<file path="config.mk">
export PLATFORM = sky130hd
export DESIGN_NAME = trc_step_sequencer
export DESIGN_NICKNAME = d
export VERILOG_FILES = /design/src/rtl/trc_step_sequencer.sv
export SDC_FILE = /design/constraint.sdc
export NUM_CORES = 1
export LEC_CHECK = 0
export ABC_AREA = 1
export CORE_MARGIN = 4
export CORE_UTILIZATION = 59
export DETAILED_ROUTE_END_ITERATION = 10
export PLACE_DENSITY_LB_ADDON = 0.12
export SYNTH_ARGS = -nofsm -noshare
export SYNTH_HDL_FRONTEND = slang
export SYNTH_SLANG_ARGS = --single-unit
</file>
<file path="constraint.sdc">
create_clock -name clk -period 1.98 [get_ports clk]
set_input_delay 0.495 -clock clk [delete_from_list [all_inputs] [get_ports clk]]
set_output_delay 0.495 -clock clk [all_outputs]
set_load 0.05 [all_outputs]
</file>
<file path="src/rtl/trc_step_sequencer.sv">
// Step-table driven stimulus sequencer for the TRC event FSM.
// Holds each programmed ctrl/mng step for its dwell count and logs the FSM event code at each step end.
module trc_step_sequencer #(
    parameter int DEPTH   = 8,
    parameter int ADDR_W  = 3,
    parameter int DWELL_W = 8
) (
    input  logic               clk,
    input  logic               reset,
    input  logic               cfg_we,
    input  logic [ADDR_W-1:0]  cfg_addr,
    input  logic               cfg_ctrl,
    input  logic               cfg_mng,
    input  logic [DWELL_W-1:0] cfg_dwell,
    input  logic               cfg_last,
    input  logic               start,
    input  logic               stop,
    input  logic               loop_en,
    input  logic [3:0]         evnt_in,
    output logic               ctrl,
    output logic               mng,
    output logic               busy,
    output logic               done,
    output logic [ADDR_W-1:0]  step_idx,
    output logic [3:0]         evnt_log,
    output logic [ADDR_W-1:0]  log_idx,
    output logic               log_valid,
    output logic [7:0]         loop_cnt
);

    typedef enum logic [1:0] {
        S_IDLE = 2'd0,
        S_RUN  = 2'd1,
        S_DONE = 2'd2
    } state_t;

    localparam logic [ADDR_W:0]   DEPTH_C  = (ADDR_W+1)'(DEPTH);
    localparam logic [ADDR_W-1:0] LAST_IDX = ADDR_W'(DEPTH-1);
    localparam logic [ADDR_W-1:0] IDX_ONE  = ADDR_W'(1);
    localparam logic [DWELL_W-1:0] CNT_ONE = DWELL_W'(1);

    // A zero dwell still occupies one cycle.
    function automatic logic [DWELL_W-1:0] eff_dwell(input logic [DWELL_W-1:0] d);
        return (d == {DWELL_W{1'b0}}) ? CNT_ONE : d;
    endfunction

    state_t               state_q, state_d;
    logic [DWELL_W-1:0]   cnt_q, cnt_d;
    logic                 ctrl_q, ctrl_d, mng_q, mng_d;
    logic                 busy_q, busy_d, done_q, done_d;
    logic [ADDR_W-1:0]    step_idx_q, step_idx_d, log_idx_q, log_idx_d;
    logic [3:0]           evnt_log_q, evnt_log_d;
    logic                 log_valid_q, log_valid_d;
    logic [7:0]           loop_cnt_q, loop_cnt_d;

    logic                 tbl_ctrl_q  [DEPTH];
    logic                 tbl_ctrl_d  [DEPTH];
    logic                 tbl_mng_q   [DEPTH];
    logic                 tbl_mng_d   [DEPTH];
    logic [DWELL_W-1:0]   tbl_dwell_q [DEPTH];
    logic [DWELL_W-1:0]   tbl_dwell_d [DEPTH];
    logic                 tbl_last_q  [DEPTH];
    logic                 tbl_last_d  [DEPTH];

    logic                 addr_ok_s;
    logic [ADDR_W-1:0]    nxt_idx_s;
    logic                 end_of_prog_s;

    assign addr_ok_s     = ({1'b0, cfg_addr} < DEPTH_C);
    assign nxt_idx_s     = step_idx_q + IDX_ONE;
    assign end_of_prog_s = tbl_last_q[step_idx_q] || (step_idx_q == LAST_IDX);

    // Next-state, table-write and output computation.
    always_comb begin
        state_d     = state_q;
        cnt_d       = cnt_q;
        ctrl_d      = ctrl_q;
        mng_d       = mng_q;
        busy_d      = busy_q;
        done_d      = done_q;
        step_idx_d  = step_idx_q;
        log_idx_d   = log_idx_q;
        evnt_log_d  = evnt_log_q;
        log_valid_d = 1'b0;
        loop_cnt_d  = loop_cnt_q;
        tbl_ctrl_d  = tbl_ctrl_q;
        tbl_mng_d   = tbl_mng_q;
        tbl_dwell_d = tbl_dwell_q;
        tbl_last_d  = tbl_last_q;

        case (state_q)
            S_IDLE, S_DONE: begin
                if (cfg_we && addr_ok_s) begin
                    tbl_ctrl_d[cfg_addr]  = cfg_ctrl;
                    tbl_mng_d[cfg_addr]   = cfg_mng;
                    tbl_dwell_d[cfg_addr] = cfg_dwell;
                    tbl_last_d[cfg_addr]  = cfg_last;
                end else begin
                    tbl_last_d = tbl_last_q;
                end
                // stop wins over a simultaneous start outside RUN.
                if (start && !stop) begin
                    state_d    = S_RUN;
                    step_idx_d = {ADDR_W{1'b0}};
                    ctrl_d     = tbl_ctrl_q[0];
                    mng_d      = tbl_mng_q[0];
                    cnt_d      = eff_dwell(tbl_dwell_q[0]);
                    loop_cnt_d = 8'd0;
                    busy_d     = 1'b1;
                    done_d     = 1'b0;
                end else begin
                    state_d = state_q;
                end
            end
            S_RUN: begin
                if (stop) begin
                    state_d    = S_IDLE;
                    ctrl_d     = 1'b0;
                    mng_d      = 1'b0;
                    step_idx_d = {ADDR_W{1'b0}};
                    busy_d     = 1'b0;
                    done_d     = 1'b0;
                end else if (cnt_q == CNT_ONE) begin
                    log_valid_d = 1'b1;
                    log_idx_d   = step_idx_q;
                    evnt_log_d  = evnt_in;
                    if (end_of_prog_s && loop_en) begin
                        step_idx_d = {ADDR_W{1'b0}};
                        ctrl_d     = tbl_ctrl_q[0];
                        mng_d      = tbl_mng_q[0];
                        cnt_d      = eff_dwell(tbl_dwell_q[0]);
                        loop_cnt_d = (loop_cnt_q == 8'hFF) ? 8'hFF : loop_cnt_q + 8'd1;
                    end else if (end_of_prog_s) begin
                        state_d = S_DONE;
                        ctrl_d  = 1'b0;
                        mng_d   = 1'b0;
                        busy_d  = 1'b0;
                        done_d  = 1'b1;
                    end else begin
                        step_idx_d = nxt_idx_s;
                        ctrl_d     = tbl_ctrl_q[nxt_idx_s];
                        mng_d      = tbl_mng_q[nxt_idx_s];
                        cnt_d      = eff_dwell(tbl_dwell_q[nxt_idx_s]);
                    end
                end else begin
                    cnt_d = cnt_q - CNT_ONE;
                end
            end
            default: begin
                state_d    = S_IDLE;
                ctrl_d     = 1'b0;
                mng_d      = 1'b0;
                busy_d     = 1'b0;
                done_d     = 1'b0;
                step_idx_d = {ADDR_W{1'b0}};
            end
        endcase
    end

    // State, output and step-table registers with asynchronous clear.
    always_ff @(posedge clk or negedge reset) begin
        if (!reset) begin
            state_q     <= S_IDLE;
            cnt_q       <= {DWELL_W{1'b0}};
            ctrl_q      <= 1'b0;
            mng_q       <= 1'b0;
            busy_q      <= 1'b0;
            done_q      <= 1'b0;
            step_idx_q  <= {ADDR_W{1'b0}};
            log_idx_q   <= {ADDR_W{1'b0}};
            evnt_log_q  <= 4'd0;
            log_valid_q <= 1'b0;
            loop_cnt_q  <= 8'd0;
            for (int i = 0; i < DEPTH; i++) begin
                tbl_ctrl_q[i]  <= 1'b0;
                tbl_mng_q[i]   <= 1'b0;
                tbl_dwell_q[i] <= {DWELL_W{1'b0}};
                tbl_last_q[i]  <= 1'b0;
            end
        end else begin
            state_q     <= state_d;
            cnt_q       <= cnt_d;
            ctrl_q      <= ctrl_d;
            mng_q       <= mng_d;
            busy_q      <= busy_d;
            done_q      <= done_d;
            step_idx_q  <= step_idx_d;
            log_idx_q   <= log_idx_d;
            evnt_log_q  <= evnt_log_d;
            log_valid_q <= log_valid_d;
            loop_cnt_q  <= loop_cnt_d;
            tbl_ctrl_q  <= tbl_ctrl_d;
            tbl_mng_q   <= tbl_mng_d;
            tbl_dwell_q <= tbl_dwell_d;
            tbl_last_q  <= tbl_last_d;
        end
    end

    assign ctrl      = ctrl_q;
    assign mng       = mng_q;
    assign busy      = busy_q;
    assign done      = done_q;
    assign step_idx  = step_idx_q;
    assign evnt_log  = evnt_log_q;
    assign log_idx   = log_idx_q;
    assign log_valid = log_valid_q;
    assign loop_cnt  = loop_cnt_q;

endmodule
</file>
* Word-level counts from Yosys, hierarchy flattened
Index checks and enable logic that the tools add are counted.
W data, S select, Z words.
** Storage, ports and cells
- Memories kept :: 0
- Output and inout port bits :: 23
- Bits in latches :: 0
- Bits in writable memories :: 0
- Word-level logic and storage cells :: 158
- Bits in read-only memories :: 0
- Input bits :: 24
- Flip-flop bits (word level) :: 121
** Cells by class
- Bitwise gates (word level) :: 4
- $add $sub $neg :: 3
- Divide/modulo/power cells :: 0
- Multiplexer cells :: 73
- $mul :: 0
- Shift-type cells :: 0
- Order comparisons :: 4
- Reduce and logical (&&, ||, !) cells :: 17
- Equal/unequal tests :: 14
** Operators with widths (count)
- $mux W8 :: 15
- $bwmux W64 :: 1
- $pmux W8 S2 :: 2
- $mux W1 :: 30
- $bmux W8 S3 :: 1
- $bwmux W8 :: 3
- $demux W8 S3 :: 1
- $logic_not A8 Y1 :: 2
- $mux W3 :: 5
- $ge A4 B4 Y1 const B :: 3
- $not A3 Y4 :: 3
- $mux W2 :: 5
- $bmux W1 S3 :: 3
- $ne A3 B3 Y1 const B :: 3
- $add A8 B1 Y8 const B :: 1
- $eq A8 B1 Y1 const B :: 1
- $eq A8 B8 Y1 const B :: 1
- $ne A2 B2 Y1 const B :: 4
- $ne A4 B4 Y1 const B :: 2
- $pmux W1 S2 :: 4
- $reduce_and A4 Y1 :: 2
- $sub A8 B1 Y8 const B :: 1
- $pmux W3 S2 :: 1
- $reduce_and A3 Y1 :: 2
- 16 further kinds :: 19

* Longest topological paths before layout
- Depth after elaboration :: 12
- Gate-level depth with buffers :: 13
- Mapped depth without buffers :: 12

* Worst setup path after synthesis
OpenSTA, ideal clock, no wires.
- Path type :: reg-to-reg
- Start point :: register step_idx_q[1] (netlist: step_idx[1])
- End point :: register mng_q (netlist: mng)
- Required time :: 1914 ps
- Clock period less this slack :: 2077 ps
- Cell stages (with the launch flop) :: 13
- Data arrival time :: 2011 ps
- Slack :: -97 ps
- Library setup time :: 66 ps
- Path buffers :: 2
- Cells stage by stage :: dfrtp_1 > ha_1 > buf_2 > inv_1 > buf_2 > o21ai_0 > o211ai_1 > nand3_1 > nand2_1 > nand2_1 > nand2_1 > nand2_1 > nand2_1
** Between the ends
- Word-level cells in the longest chain between the ends :: 10
- Elaborated cells on any way between the ends :: 17
- Those cells by class :: add/sub: 1; eq/ne: 1; mux: 11; bitwise: 2; reduce/logical: 2
** RTL lines
- from (decl) :: line 51 : logic [ADDR_W-1:0] step_idx_q, step_idx_d, log_idx_q, log_idx_d;
- from (signal assigned) :: line 169 : step_idx_q <= {ADDR_W{1'b0}};
- from (signal assigned) :: line 187 : step_idx_q <= step_idx_d;
- $add A3 B1 Y3 or $not A3 Y4 (tied branches) :: line 70, 71
- $not A3 Y4 (implied by the code) or $bmux W1 S3 (tied branches) :: line 142, 71
- $bmux W1 S3 or $mux W1 (tied branches) :: line 142, 71
- $mux W1, on equally long branches :: line 142, 71
- $mux W1 (implied by the code) or $logic_or A1 B1 Y1 (tied branches) :: line 142, 71
- $mux W1 or $logic_and A1 B1 Y1 (tied branches) :: line 133, 127
- $mux W1 * :: line 127 : if (end_of_prog_s && loop_en) begin
- $mux W1 * :: line 123 : end else if (cnt_q == CNT_ONE) begin
- $mux W1 * :: line 116 : if (stop) begin
- $pmux W1 S2 * :: line 91 : case (state_q)
- to (signal assigned) :: line 184 : mng_q <= mng_d;
- to (decl) :: line 49 : logic ctrl_q, ctrl_d, mng_q, mng_d;
Mark *: on every way between the ends. The rest lies on a longest branch, timed or not. The select of a mux whose other input is x is not followed.
A chain may end at the register's enable or synchronous reset.

* Worst setup path after layout
- Start point :: register log_idx_q[0] (netlist: log_idx[0])
- End point :: output port log_idx[0]
** RTL lines
- from (decl) :: line 51
- from (signal assigned) :: line 170 : log_idx_q <= {ADDR_W{1'b0}};
- from (signal assigned) :: line 188 : log_idx_q <= log_idx_d;
- to (decl) :: line 26 : output logic [ADDR_W-1:0] log_idx,
No word-level cell between the ends.

==> flow_summary.ini <==
[status]
outcome = completed

[route]
drt_pass1_iterations = 6
route.detailed.drc = 0
num_vias = 5850
viasPerCell = 5.60
wirelength_um = 17000
wl_per_cell_um = 16.3
drt_iter0_markers = 559
drtAntennaViolNets = 0

[clock_network]
cts_made_buffers = 17
cts_root_buf = clkbuf_8
clock_latency_ns = 0.54
clk_pin_slew_worst_paths_ns = 0.06
clockBufferDepth = 2
cts_setup_buffers = 0
htree_levels = 4
cts_tree = yes
clock-sinks = 121

[worst_hold_path]
min_path_type = in2async

[grt]
grt-ovfl-total = 0
grt_max_degree = 53
grt_pass1_vias = 5927
grtUsageTotal_pct = 28.5
grt_first_pass_wirelength_um = 28400
antenna_found_initial = 0

[cells_and_area]
fillers = 741
nets = 924
synthToLayoutAreaGrowth_pct = 23.7
utilization_pct = 74.6
diodes = 0
multi_input_comb_area_um2 = 2690
final_area_um2 = 7700
drive_above_1_share_pct = 13.2
regArea_um2 = 3030

[die]
start_util_pct = 60.3
core-area_um2 = 10300
die_w_um = 111
placementRows = 37
die_area_um2 = 12300
die_y_um = 111
io_pins = 47

[synthesis]
synth_area_leaders = dfrtp_1 49%, nand2_1 15%, o21ai_0 9.0%
synth-seq-cells = 121
yosysUniqueCellTypes = 35
synth_edf_count = 0
synth_common_cells = 244 x nand2_1, 121 x dfrtp_1, 112 x o21ai_0
syn-num-nets = 858
seq_area_frac_synth_pct = 48.6
synth.cell_area_um2 = 6230
postSynthAreaPerCell_um2 = 7.51
synth_ff_type = dfrtp_1
synth_top_area_share_pct = 48.6
yosysWarnings = 0
synth_top_area_cell = dfrtp_1
ys_async_sr_fraction_pct = 100
yosys.cell_count.top_type = nand2_1
syn_inst = 829

[timing]
timing.final.ws_setup_ns = 0.0557
period_minus_slack_ns = 1.92
slew_headroom_pct = 67.1
max_slew.worst_pin.slew_ns = 0.496
setup_viol = 0
max_freq_ghz = 0.520
drv_slew = 0
rsz0062_at_grt = no
hold_viol_final = 0
period_share_pct = 97.2
setup-tns-final_ns = 0
finClkSkew_ns = 0.00618

[setup_path]
worstPathRequired_ns = 1.48
cp-end-kind = primary output
max_stage_delay_ns = 0.54
cp_slowest_cell = dlygate4sd2_1
cp.arrival_ns = 1.43
crit_buf_inv = 1
cp_max_fo = 2
crit_chain = dlygate4sd2_1
crit_path_start_kind = flip-flop
critical_path_class = reg2out
crit_family = buffers and inverters

[placed_design]
port_buffers = 46
dp_slack_ns = -0.0247
finalWeightedCongestion = 0.935
dpl.hpwl_um = 11200
place_area_um2 = 6980

[power]
ir_drop_mv = 0.629
powerDensity_nw_per_um2 = 1220
total_leakage_power_nw = 3.76

[run]
drv_cap = 0
[kinds of logic (layout without fill, tap and decap cells)]
| group | count (synthesis) | in the layout | share of synthesized area (%) |
|---|---|---|---|
| and+or+nand+nor | 404 | 404 | 27.9 |
| adders and majority gates | 5 | 5 | 1.00 |
| buffers and inverters | 139 | 218 | 9.04 |
| AOI/OAI and AO/OA | 156 | 156 | 12.9 |
| xor gates and xnor gates | 4 | 4 | 0.563 |
| DFF | 121 | 121 | 48.6 |
[registers in the layout, indices dropped and copies added (netlist names), 2 cells and up]
| name | count |
|---|---|
| loop_cnt | 8 |
| cnt_q | 8 |
| tbl_last_q | 8 |
| step_idx | 3 |
| tbl_dwell_q | 64 |
| evnt_log | 4 |
| tbl_ctrl_q | 8 |
| tbl_mng_q | 8 |
| state_q | 2 |
| log_idx | 3 |
[per-layer routing]
layer | vias up | routed length (um) | track usage, %
li1 | 2763 | - | -
met1 | 2786 | 6860 | 35.0
met2 | 250 | 8520 | 49.2
met3 | 51 | 1130 | 4.64
met4 | 0 | 494 | 13.1
met5 | - | 0 | 0
[worst reg2reg max path: stages, from the launching register on]
cell     delay (ns)
dfrtp_2        0.43
ha_4           0.26
inv_1          0.16
buf_4          0.21
o21ai_0        0.10
nand2_1        0.08
nand2_1        0.06
a21oi_2        0.17
o21ai_0        0.11
nand2_1        0.09
nand2_1        0.07
[metrics by stage]
step	cells	power, mW	hold slack (ns)
floorplan	829	5.29	0.199
CTS	1042	9.29	0.441
global route	1044	9.96	0.471
global placement	1009	6.02	0.448
detailed placement	1009	6.13	0.453
finish	1044	9.41	0.434
[where the power goes]
part	internal (mW)	switching [mW]	total, mW
clock network	1.96	1.19	3.15
logic	1.01	1.78	2.80
registers	3.10	0.366	3.46
[final timing paths]
kind	start	to	slack [ns]	depth (start not counted)
min in group clk	evnt_log[3]	evnt_log[3]	0.48	2
hold reg to reg	evnt_log[3]	evnt_log[3]	0.48	2
max in group asynchronous	reset	cnt_q[7]	0.90	3
setup reg to reg	step_idx[0]	ctrl	0.14	10
setup / recovery	log_idx[0]	log_idx[0]	0.06	1
hold / removal	reset	tbl_ctrl_q[2]	0.43	2
[cell usage in the layout, fill, tap and decap left out, types with 4 or more instances in the layout]
cell type	n
clkdlybuf4s50_1	22
o21ai_0	112
o21ai_1	12
inv_1	98
nand3_1	68
nor2_4	4
dlygate4sd2_1	4
clkbuf_16	18
a21oi_1	21
nor2_1	65
dfrtp_1	119
nand2_1	243
clkinvlp_4	5
buf_12	7
nand2_2	5
buf_4	42
inv_2	6
[final cells by class]
| type | instances | area share (%) |
|---|---|---|
| Clock buffer | 19 | 5.60 |
| Clock inverter | 13 | 2.19 |
| Inverter | 106 | 5.28 |
| Multi-Input combinational cell | 569 | 34.9 |
| Sequential cell | 121 | 39.3 |
| Tap cell | 136 | 2.21 |
| Timing Repair Buffer | 80 | 10.5 |
[what timing repair did]
action | in CTS | in global routing
hold buffers | 1 | 0
endpoints found under the setup margin | 4 | 18
endpoints found under the hold margin | 26 | 0
pin swaps | 0 | 0
gates cloned | 0 | 2
resized for setup | 4 | 13
(Power assumes the default switching activity.)
